**config.mk**
```make
export PLATFORM = sky130hd
export DESIGN_NAME = sdram_request_arbiter
export DESIGN_NICKNAME = d
export VERILOG_FILES = /design/src/rtl/sdram_request_arbiter.sv
export SDC_FILE = /design/constraint.sdc
export NUM_CORES = 1
export LEC_CHECK = 0
export BUFFER_PORTS_ARGS = -buffer_cell sky130_fd_sc_hd__buf_2
export CORE_AREA = 2 2 159 161
export CTS_CLUSTER_DIAMETER = 100
export DETAILED_ROUTE_END_ITERATION = 7
export DIE_AREA = 0 0 161 163
export PLACE_DENSITY = 0.49
export SLEW_MARGIN = 10
export SYNTH_ARGS = -nofsm -noshare
export SYNTH_HDL_FRONTEND = slang
export SYNTH_SLANG_ARGS = --single-unit
```
**constraint.sdc**
```tcl
create_clock -name i_clock -period 2.8 [get_ports i_clock]
set_input_delay 0.56 -clock i_clock [delete_from_list [all_inputs] [get_ports i_clock]]
set_output_delay 0.56 -clock i_clock [all_outputs]
set_load 0.02 [all_outputs]
```
**src/rtl/sdram_request_arbiter.sv**
```systemverilog
// sdram_request_arbiter
// Shares a single SDRAM_controller user port between NUM_PORTS requesters.
// Each transaction passes through IDLE -> WAIT -> DRAIN, so the controller's
// ready-release phase completes before the next grant is issued.
// Winners are picked round-robin, starting the scan at rr_ptr.
// Optional build macro SDRAM_ARBITER_PRIORITY_EN gives port 0 fixed highest
// priority. Port-0 grants then leave rr_ptr unchanged, and the other ports
// keep arbitrating round-robin.
module sdram_request_arbiter #(
  parameter int NUM_PORTS  = 4,
  parameter int ADDR_WIDTH = 32,
  parameter int DATA_WIDTH = 32
) (
  input  logic                             i_clock,
  input  logic                             i_reset,
  input  logic [NUM_PORTS-1:0]             i_request,
  input  logic [NUM_PORTS-1:0]             i_rw,
  input  logic [NUM_PORTS*ADDR_WIDTH-1:0]  i_address,
  input  logic [NUM_PORTS*DATA_WIDTH-1:0]  i_wdata,
  output logic [DATA_WIDTH-1:0]            o_rdata,
  output logic [NUM_PORTS-1:0]             o_ready,
  output logic                             o_busy,
  output logic [NUM_PORTS-1:0]             o_grant,
  output logic                             o_sdram_request,
  output logic                             o_sdram_rw,
  output logic [ADDR_WIDTH-1:0]            o_sdram_address,
  output logic [DATA_WIDTH-1:0]            o_sdram_wdata,
  input  logic [DATA_WIDTH-1:0]            i_sdram_rdata,
  input  logic                             i_sdram_ready
);

  localparam int PTR_W = $clog2(NUM_PORTS);

  typedef enum logic [1:0] {
    IDLE  = 2'd0,
    WAIT  = 2'd1,
    DRAIN = 2'd2
  } state_t;

  state_t                 state;
  logic [PTR_W-1:0]       rr_ptr;
  logic [PTR_W-1:0]       grant_idx;
  logic [PTR_W-1:0]       next_ptr;
  logic [PTR_W-1:0]       win_idx;
  logic                   win_found;
  logic [PTR_W:0]         cand;
  logic [NUM_PORTS-1:0]   ready_d;
  logic [NUM_PORTS-1:0]   eligible;
  logic [ADDR_WIDTH-1:0]  addr_arr  [NUM_PORTS];
  logic [DATA_WIDTH-1:0]  wdata_arr [NUM_PORTS];

  for (genvar p = 0; p < NUM_PORTS; p++) begin : g_unpack
    assign addr_arr[p]  = i_address[p*ADDR_WIDTH +: ADDR_WIDTH];
    assign wdata_arr[p] = i_wdata[p*DATA_WIDTH +: DATA_WIDTH];
  end

  // A port that has just completed stays masked during its o_ready cycle and
  // the cycle after, so the requester has time to drop its request line.
  assign eligible = i_request & ~o_ready & ~ready_d;

  assign next_ptr = (grant_idx == PTR_W'(NUM_PORTS - 1)) ? '0 : grant_idx + PTR_W'(1);

  // Pick the first eligible port, scanning from rr_ptr with wrap-around
  always_comb begin
    win_found = 1'b0;
    win_idx   = '0;
    cand      = '0;
`ifdef SDRAM_ARBITER_PRIORITY_EN
    if (eligible[0]) begin
      win_found = 1'b1;
      win_idx   = '0;
    end
`endif
    for (int i = 0; i < NUM_PORTS; i++) begin
      cand = {1'b0, rr_ptr} + (PTR_W+1)'(i);
      if (cand >= (PTR_W+1)'(NUM_PORTS)) begin
        cand = cand - (PTR_W+1)'(NUM_PORTS);
      end
      if (!win_found && eligible[cand[PTR_W-1:0]]) begin
        win_found = 1'b1;
        win_idx   = cand[PTR_W-1:0];
      end
    end
  end

  // Transaction sequencer: latch the winner, wait for the controller, then wait for its ready to release
  always_ff @(posedge i_clock) begin
    if (i_reset) begin
      state           <= IDLE;
      rr_ptr          <= '0;
      grant_idx       <= '0;
      ready_d         <= '0;
      o_rdata         <= '0;
      o_ready         <= '0;
      o_busy          <= 1'b0;
      o_grant         <= '0;
      o_sdram_request <= 1'b0;
      o_sdram_rw      <= 1'b0;
      o_sdram_address <= '0;
      o_sdram_wdata   <= '0;
    end else begin
      ready_d <= o_ready;
      o_ready <= '0;
      case (state)
        IDLE: begin
          if (win_found && !i_sdram_ready) begin
            grant_idx       <= win_idx;
            o_grant         <= NUM_PORTS'(1) << win_idx;
            o_sdram_request <= 1'b1;
            o_sdram_rw      <= i_rw[win_idx];
            o_sdram_address <= addr_arr[win_idx];
            o_sdram_wdata   <= wdata_arr[win_idx];
            o_busy          <= 1'b1;
            state           <= WAIT;
          end
        end
        WAIT: begin
          if (i_sdram_ready) begin
            o_sdram_request <= 1'b0;
            o_rdata         <= i_sdram_rdata;
            o_ready         <= o_grant;
            state           <= DRAIN;
          end
        end
        DRAIN: begin
          if (!i_sdram_ready) begin
            o_grant <= '0;
            o_busy  <= 1'b0;
            state   <= IDLE;
`ifdef SDRAM_ARBITER_PRIORITY_EN
            if (grant_idx != '0) begin
              rr_ptr <= next_ptr;
            end
`else
            rr_ptr <= next_ptr;
`endif
          end
        end
        default: begin
          state <= IDLE;
        end
      endcase
    end
  end

endmodule

```
# ---- Word-level counts from Yosys, hierarchy flattened
# Index checks and enable logic that the tools add are counted.
dict set report word_totals {
  register_bits 117
  inputBits 299
  output_inout_bits 107
  wordCells 104
}
dict set report classes {
  n_addsub 8
  n_lt_le_gt_ge 10
  eq_ne 6
  shifts 1
  mux 41
  n_bitwise 7
  reduce_logical 19
}
# cell count
set op_table {}
lappend op_table {{32-bit binary-select mux with 2-bit select} 2}
lappend op_table {{32-bit 2-to-1 mux} 4}
lappend op_table {{2-bit 2-to-1 mux} 12}
lappend op_table {{2-bit by 3-bit < comparator with 1-bit output (second input constant)} 5}
lappend op_table {{3-bit greater-or-equal comparator (second input constant)} 4}
lappend op_table {{1-bit 2-to-1 mux} 12}
lappend op_table {{1-bit binary-select mux with 2-bit select} 5}
lappend op_table {{3-bit AND reduction} 3}
lappend op_table {{4-bit AND} 2}
lappend op_table {{4-bit 2-to-1 mux} 2}
lappend op_table {{4-bit NOT} 2}
lappend op_table {{4-bit one-hot mux with 2 select lines} 1}
lappend op_table {{2-bit AND reduction} 4}
lappend op_table {{2-bit by 1-bit subtractor with 2-bit output (second input constant)} 4}
lappend op_table {{2-bit by 2-bit adder with 3-bit output (second input constant)} 2}
lappend op_table {{2-bit != test (second input constant)} 3}
lappend op_table {{2-bit one-hot mux with 3 select lines} 1}
lappend op_table {{2-bit equality test (second input constant)} 2}
lappend op_table {{1-bit logical AND} 4}
lappend op_table {{1-bit logical NOT} 4}
lappend op_table {{1-bit one-hot mux with 2 select lines} 2}
lappend op_table {{2-bit nonzero test} 2}
lappend op_table {{1-bit by 2-bit << shifter with 4-bit output (first input constant)} 1}
lappend op_table {{2-bit by 1-bit adder with 3-bit output (second input constant)} 1}
lappend op_table {{7 further kinds} 8}

# ---- Depth between registers and ports, before layout
dict set report logic_depth {
  ltp_word 19
  mapped_depth 9
  mapped_depth_nobuf 6
}

# ---- Worst setup path before layout
# No wires, ideal clock.
dict set report synth_timing {
  path_type {in2reg}
  from {input port i_request[1]}
  to {register o_sdram_address[13]}
  setup_time_ns 0.138
  arrival_time_ns 2.128
  required_ns 2.662
  setup_slack_ns 0.534
  stages 7
  path_buffers 2
  path_cell_list {nor3b_2 -> o22ai_1 -> a211oi_4 -> buf_6 -> buf_6 -> mux2i_1 -> o221ai_1}
}
dict set report synth_via {
  elab_chain_len 18
  elab_cells_between_ends 30
  cone_classes {19 x mux; 3 x bitwise; 8 x reduce/logical}
}
# element line_no
set synth_lines {}
lappend synth_lines {{start: declaration} 16} ;# input logic [NUM_PORTS-1:0] i_request,
lappend synth_lines {{4-bit AND * (2 in series)} 59} ;# assign eligible = i_request & ~o_ready & ~ready_d;
lappend synth_lines {{1-bit binary-select mux with 2-bit select} 79} ;# if (!win_found && eligible[cand[PTR_W-1:0]]) begin
lappend synth_lines {{1-bit 2-to-1 mux (implied by the code)} 79}
lappend synth_lines {{1-bit 2-to-1 mux} 79}
lappend synth_lines {{1-bit logical NOT} 79}
lappend synth_lines {{1-bit logical AND} 79}
lappend synth_lines {{1-bit 2-to-1 mux} 79}
lappend synth_lines {{1-bit logical NOT} 79}
lappend synth_lines {{1-bit logical AND} 79}
lappend synth_lines {{1-bit 2-to-1 mux} 79}
lappend synth_lines {{1-bit logical NOT} 79}
lappend synth_lines {{1-bit logical AND} 79}
lappend synth_lines {{2-bit 2-to-1 mux} 79}
lappend synth_lines {{2-bit NOT with 3-bit output (implied by the code)} 111} ;# o_sdram_address <= addr_arr[win_idx];
lappend synth_lines {{32-bit binary-select mux with 2-bit select} 111}
lappend synth_lines {{32-bit 2-to-1 mux (implied by the code) (2 in series)} 111}
lappend synth_lines {{end signal: assignment} 111}
lappend synth_lines {{end: declaration} 26} ;# output logic [ADDR_WIDTH-1:0] o_sdram_address,
# Mark *: on every way between the ends. The rest lies on a longest branch, timed or not. The select of a mux whose other input is x is not followed.
# A chain may end at the register's enable or synchronous reset.

# ---- Worst setup path in the final report
dict set report layout_timing {
  from {register o_ready[3]}
  to {register o_sdram_wdata[27]}
}
dict set report layout_via {
  elab_chain_len 19
  elab_cells_between_ends 31
  cone_classes {19 x mux; 4 x bitwise; 8 x reduce/logical}
}
# element line_no
set layout_lines {}
lappend layout_lines {{start: declaration} 21} ;# output logic [NUM_PORTS-1:0] o_ready,
lappend layout_lines {{start signal: assignment} 121} ;# o_ready <= o_grant;
lappend layout_lines {{4-bit NOT *} 59}
lappend layout_lines {{4-bit AND * (2 in series)} 59}
lappend layout_lines {{1-bit binary-select mux with 2-bit select} 79}
lappend layout_lines {{1-bit 2-to-1 mux (implied by the code)} 79}
lappend layout_lines {{1-bit 2-to-1 mux} 79}
lappend layout_lines {{1-bit logical NOT} 79}
lappend layout_lines {{1-bit logical AND} 79}
lappend layout_lines {{1-bit 2-to-1 mux} 79}
lappend layout_lines {{1-bit logical NOT} 79}
lappend layout_lines {{1-bit logical AND} 79}
lappend layout_lines {{1-bit 2-to-1 mux} 79}
lappend layout_lines {{1-bit logical NOT} 79}
lappend layout_lines {{1-bit logical AND} 79}
lappend layout_lines {{2-bit 2-to-1 mux} 79}
lappend layout_lines {{2-bit NOT with 3-bit output (implied by the code)} 112} ;# o_sdram_wdata <= wdata_arr[win_idx];
lappend layout_lines {{32-bit binary-select mux with 2-bit select} 112}
lappend layout_lines {{32-bit 2-to-1 mux (implied by the code) (2 in series)} 112}
lappend layout_lines {{end signal: assignment} 112}
lappend layout_lines {{end: declaration} 27} ;# output logic [DATA_WIDTH-1:0] o_sdram_wdata,
# Marked as above.

==> run metrics <==
status complete, no violations; Final Cycle Share 0.809; required time of the critical path 3.07 ns; leading cell type in the layout, fill and taps excluded buf_2; # hold bufs at CTS 0; gr usage total 0.176; Syn Std Cell Area 0.00596 mm2; Worst EP arrival 2.54 ns; highest-delay cell along the critical path a211oi_4; stages on the worst setup path 7; Setup Skew 0.0110 ns; Max Slew Vio Count 0; delay-heaviest family, CP compound AO/OA/AOI/OAI gates; initial antenna violation count 0; Fmax 441 MHz; routed len/inst 17.7 um; final hold vios 0; final net count 1340; Synth cell types 43; Setup CP Type flop to flop; via count 6502; Async S/R FF share, synth 0; CP max stage delay 0.38 ns; share of layout cells above drive strength 1 0.481; final WL 24.5 mm; setup_tns 0 ns; FF-to-FF Start o_ready[3]; R2R setup slack 0.53 ns; RSZ-0062 raised after global routing no; Most used DFF post-synth dfxtp_1; final core occ 0.362; EDFF count, synth 0; crit path launch type flop; chip height 163 um; multi-input logic area 0.00328 mm2; min-delay worst type input pin to flop; largest net degree at the start of global routing 60; die area 0.0262 mm2; Filler cells 2621; initial DRC count 288; vias in the first global route 6277; io pins 406; syn_area_per_cell 9.14 um2; Rows 58; initial core utilization 0.241; CP startpoint o_ready[3]; clk sinks 117; clk slew on worst S/H paths 0.07 ns; First-pass DRT Iterations 4; DIE WIDTH 161 um; deepest clock path buffer count 2; CTS tree yes; routed vias/inst 4.70; crit-path max FO 31; root buffer cell clkbuf_16; maxcap violations 0; Final GP Congestion 0.787; Area growth syn-to-layout 49.8%; # setup viols final 0; Worst slew margin 0.474; Tightest Pin Transition 0.789 ns; Mapped Nets 952; CTS buffer count 17; crit path to o_sdram_wdata[27]; Cell Chain, Critical Path nor3b_4, o22ai_1, a211oi_4, buf_12, buf_4, mux2i_1, o221ai_1; clk_lat worst skew 0.41 ns; pre-CTS WS 0.294 ns; Power Density 579 mW/mm2; Reg2Reg Depth 7; Syn Inst Count 652; sequential element share of the synthesized area 0.393; dominant cell type by area after synthesis dfxtp_1; # port buffers 405; commonest cells after routing, fill and taps aside buf_2 (404), dfxtp_1 (117), nand2_1 (112); first-pass GRT wire length 35.5 mm; CP Buf/Inv Count 2; drc violations 0; Seq. cell area 0.00234 mm2; Hold WS 0.381 ns; H-tree levels 4; Crit. End Element flop; hold path depth 3; reg-to-reg endpoint o_sdram_wdata[27]; top cell type's share of synthesized area 0.393; Pleak 4.19 nW; Tmin final 2.27 ns; yosys warns 0; ANT nets after route 0; peak supply drop 0.279 mV; Core Area 0.0247 mm2; GR Overflow Total 0; Synth Register Bits 117; fin worst setup slack 0.534 ns; post_cts resized 0; hpwl dp 18.4 mm; post-CTS setup buffer count 0; Area contributors post-synth dfxtp_1 (39%), mux2i_1 (10%), nand2_1 (7.1%)
[final cells by class]
type	instances	share of cell area
multi-input cells	471	0.367
flip-flops and latches	117	0.262
repair buffers	431	0.256
clock buffers	19	0.0507
well taps	330	0.0463
clock inverters	13	0.0164
inverters	2	0.000841
diodes	1	0.000280
[cells by family (layout without fill, tap and decap cells)]
kind of cell               count (synthesis)  count (layout)  synth area share
muxes                                     96              96             0.169
and+or+nand+nor                          214             214             0.176
other                                      0               1                 0
AOI/OAI and AO/OA                        159             159             0.200
adders and majority gates                  1               1           0.00210
buffers and inverters                     64             465            0.0592
xor gates and xnor gates                   1               1           0.00147
DFF                                      117             117             0.393
[registers in the layout, indices dropped and copies added, names as in the netlist]
signal           flops
ready_d              4
o_grant              4
o_rdata             32
o_sdram_rw           1
o_ready              4
grant_idx            2
o_sdram_address     32
o_sdram_wdata       32
o_busy               1
rr_ptr               2
o_sdram_request      1
state                2
[how the worst min path moves through the flow]
stage | from | endpoint | slack [ns]
global route | i_sdram_rdata[7] | o_rdata[7] | 0.36
detailed placement | o_rdata[17] | o_rdata[17] | 0.45
global placement | o_rdata[2] | o_rdata[2] | 0.44
floorplan | grant_idx[1] | grant_idx[1] | 0.44
CTS | i_sdram_rdata[7] | o_rdata[7] | 0.36
finish | i_sdram_rdata[26] | o_rdata[26] | 0.38
[routing by layer]
layer | wire, um | GRT usage | up-vias | share of wire
met5 | 0 | 0 | - | 0
met4 | 561 | 0.0621 | 0 | 0.023
met3 | 1760 | 0.0441 | 25 | 0.072
met2 | 12600 | 0.323 | 303 | 0.51
met1 | 9610 | 0.198 | 2986 | 0.39
li1 | - | - | 3188 | -
[cells in the mapped netlist (2+ instances only)]
master    count
nor3_1        4
a211oi_2      2
a211oi_1     33
nor3b_2       3
nand2_1     112
buf_2         6
mux2_2       27
nand3b_1     30
mux2i_1      61
o21ai_0       3
inv_1         2
mux2_1        8
buf_6        14
a221oi_1     35
o22ai_1       3
or3b_2        3
nor2b_1       5
dfxtp_1     117
o211a_1       2
a21o_1        2
buf_1         2
nand3_1       4
o221ai_1     30
a21oi_1      43
clkbuf_1     40
nor2_1       40
nor3b_1       5
[worst reg2reg max path: stages (launching register included)]
cell      delay [ns]
dfxtp_1         0.36
nor3b_4         0.30
o22ai_1         0.18
a211oi_4        0.38
buf_12          0.27
buf_4           0.27
mux2i_1         0.23
o221ai_1        0.14
[per-stage QoR]
| stage | instances | power, mW | instance area [um2] |
|---|---|---|---|
| CTS | 1383 | 5.27 | 8920 |
| detailed placement | 1351 | 2.97 | 8330 |
| finish | 1384 | 5.17 | 8930 |
| global route | 1383 | 5.43 | 8920 |
| global placement | 1351 | 2.97 | 8330 |
| floorplan | 652 | 2.48 | 5960 |
[where the power goes]
| group | internal (mW) | switching (mW) |
|---|---|---|
| logic | 0.481 | 0.598 |
| clock network | 1.37 | 0.875 |
| registers | 1.78 | 0.0645 |
(Power assumes the default switching activity.)
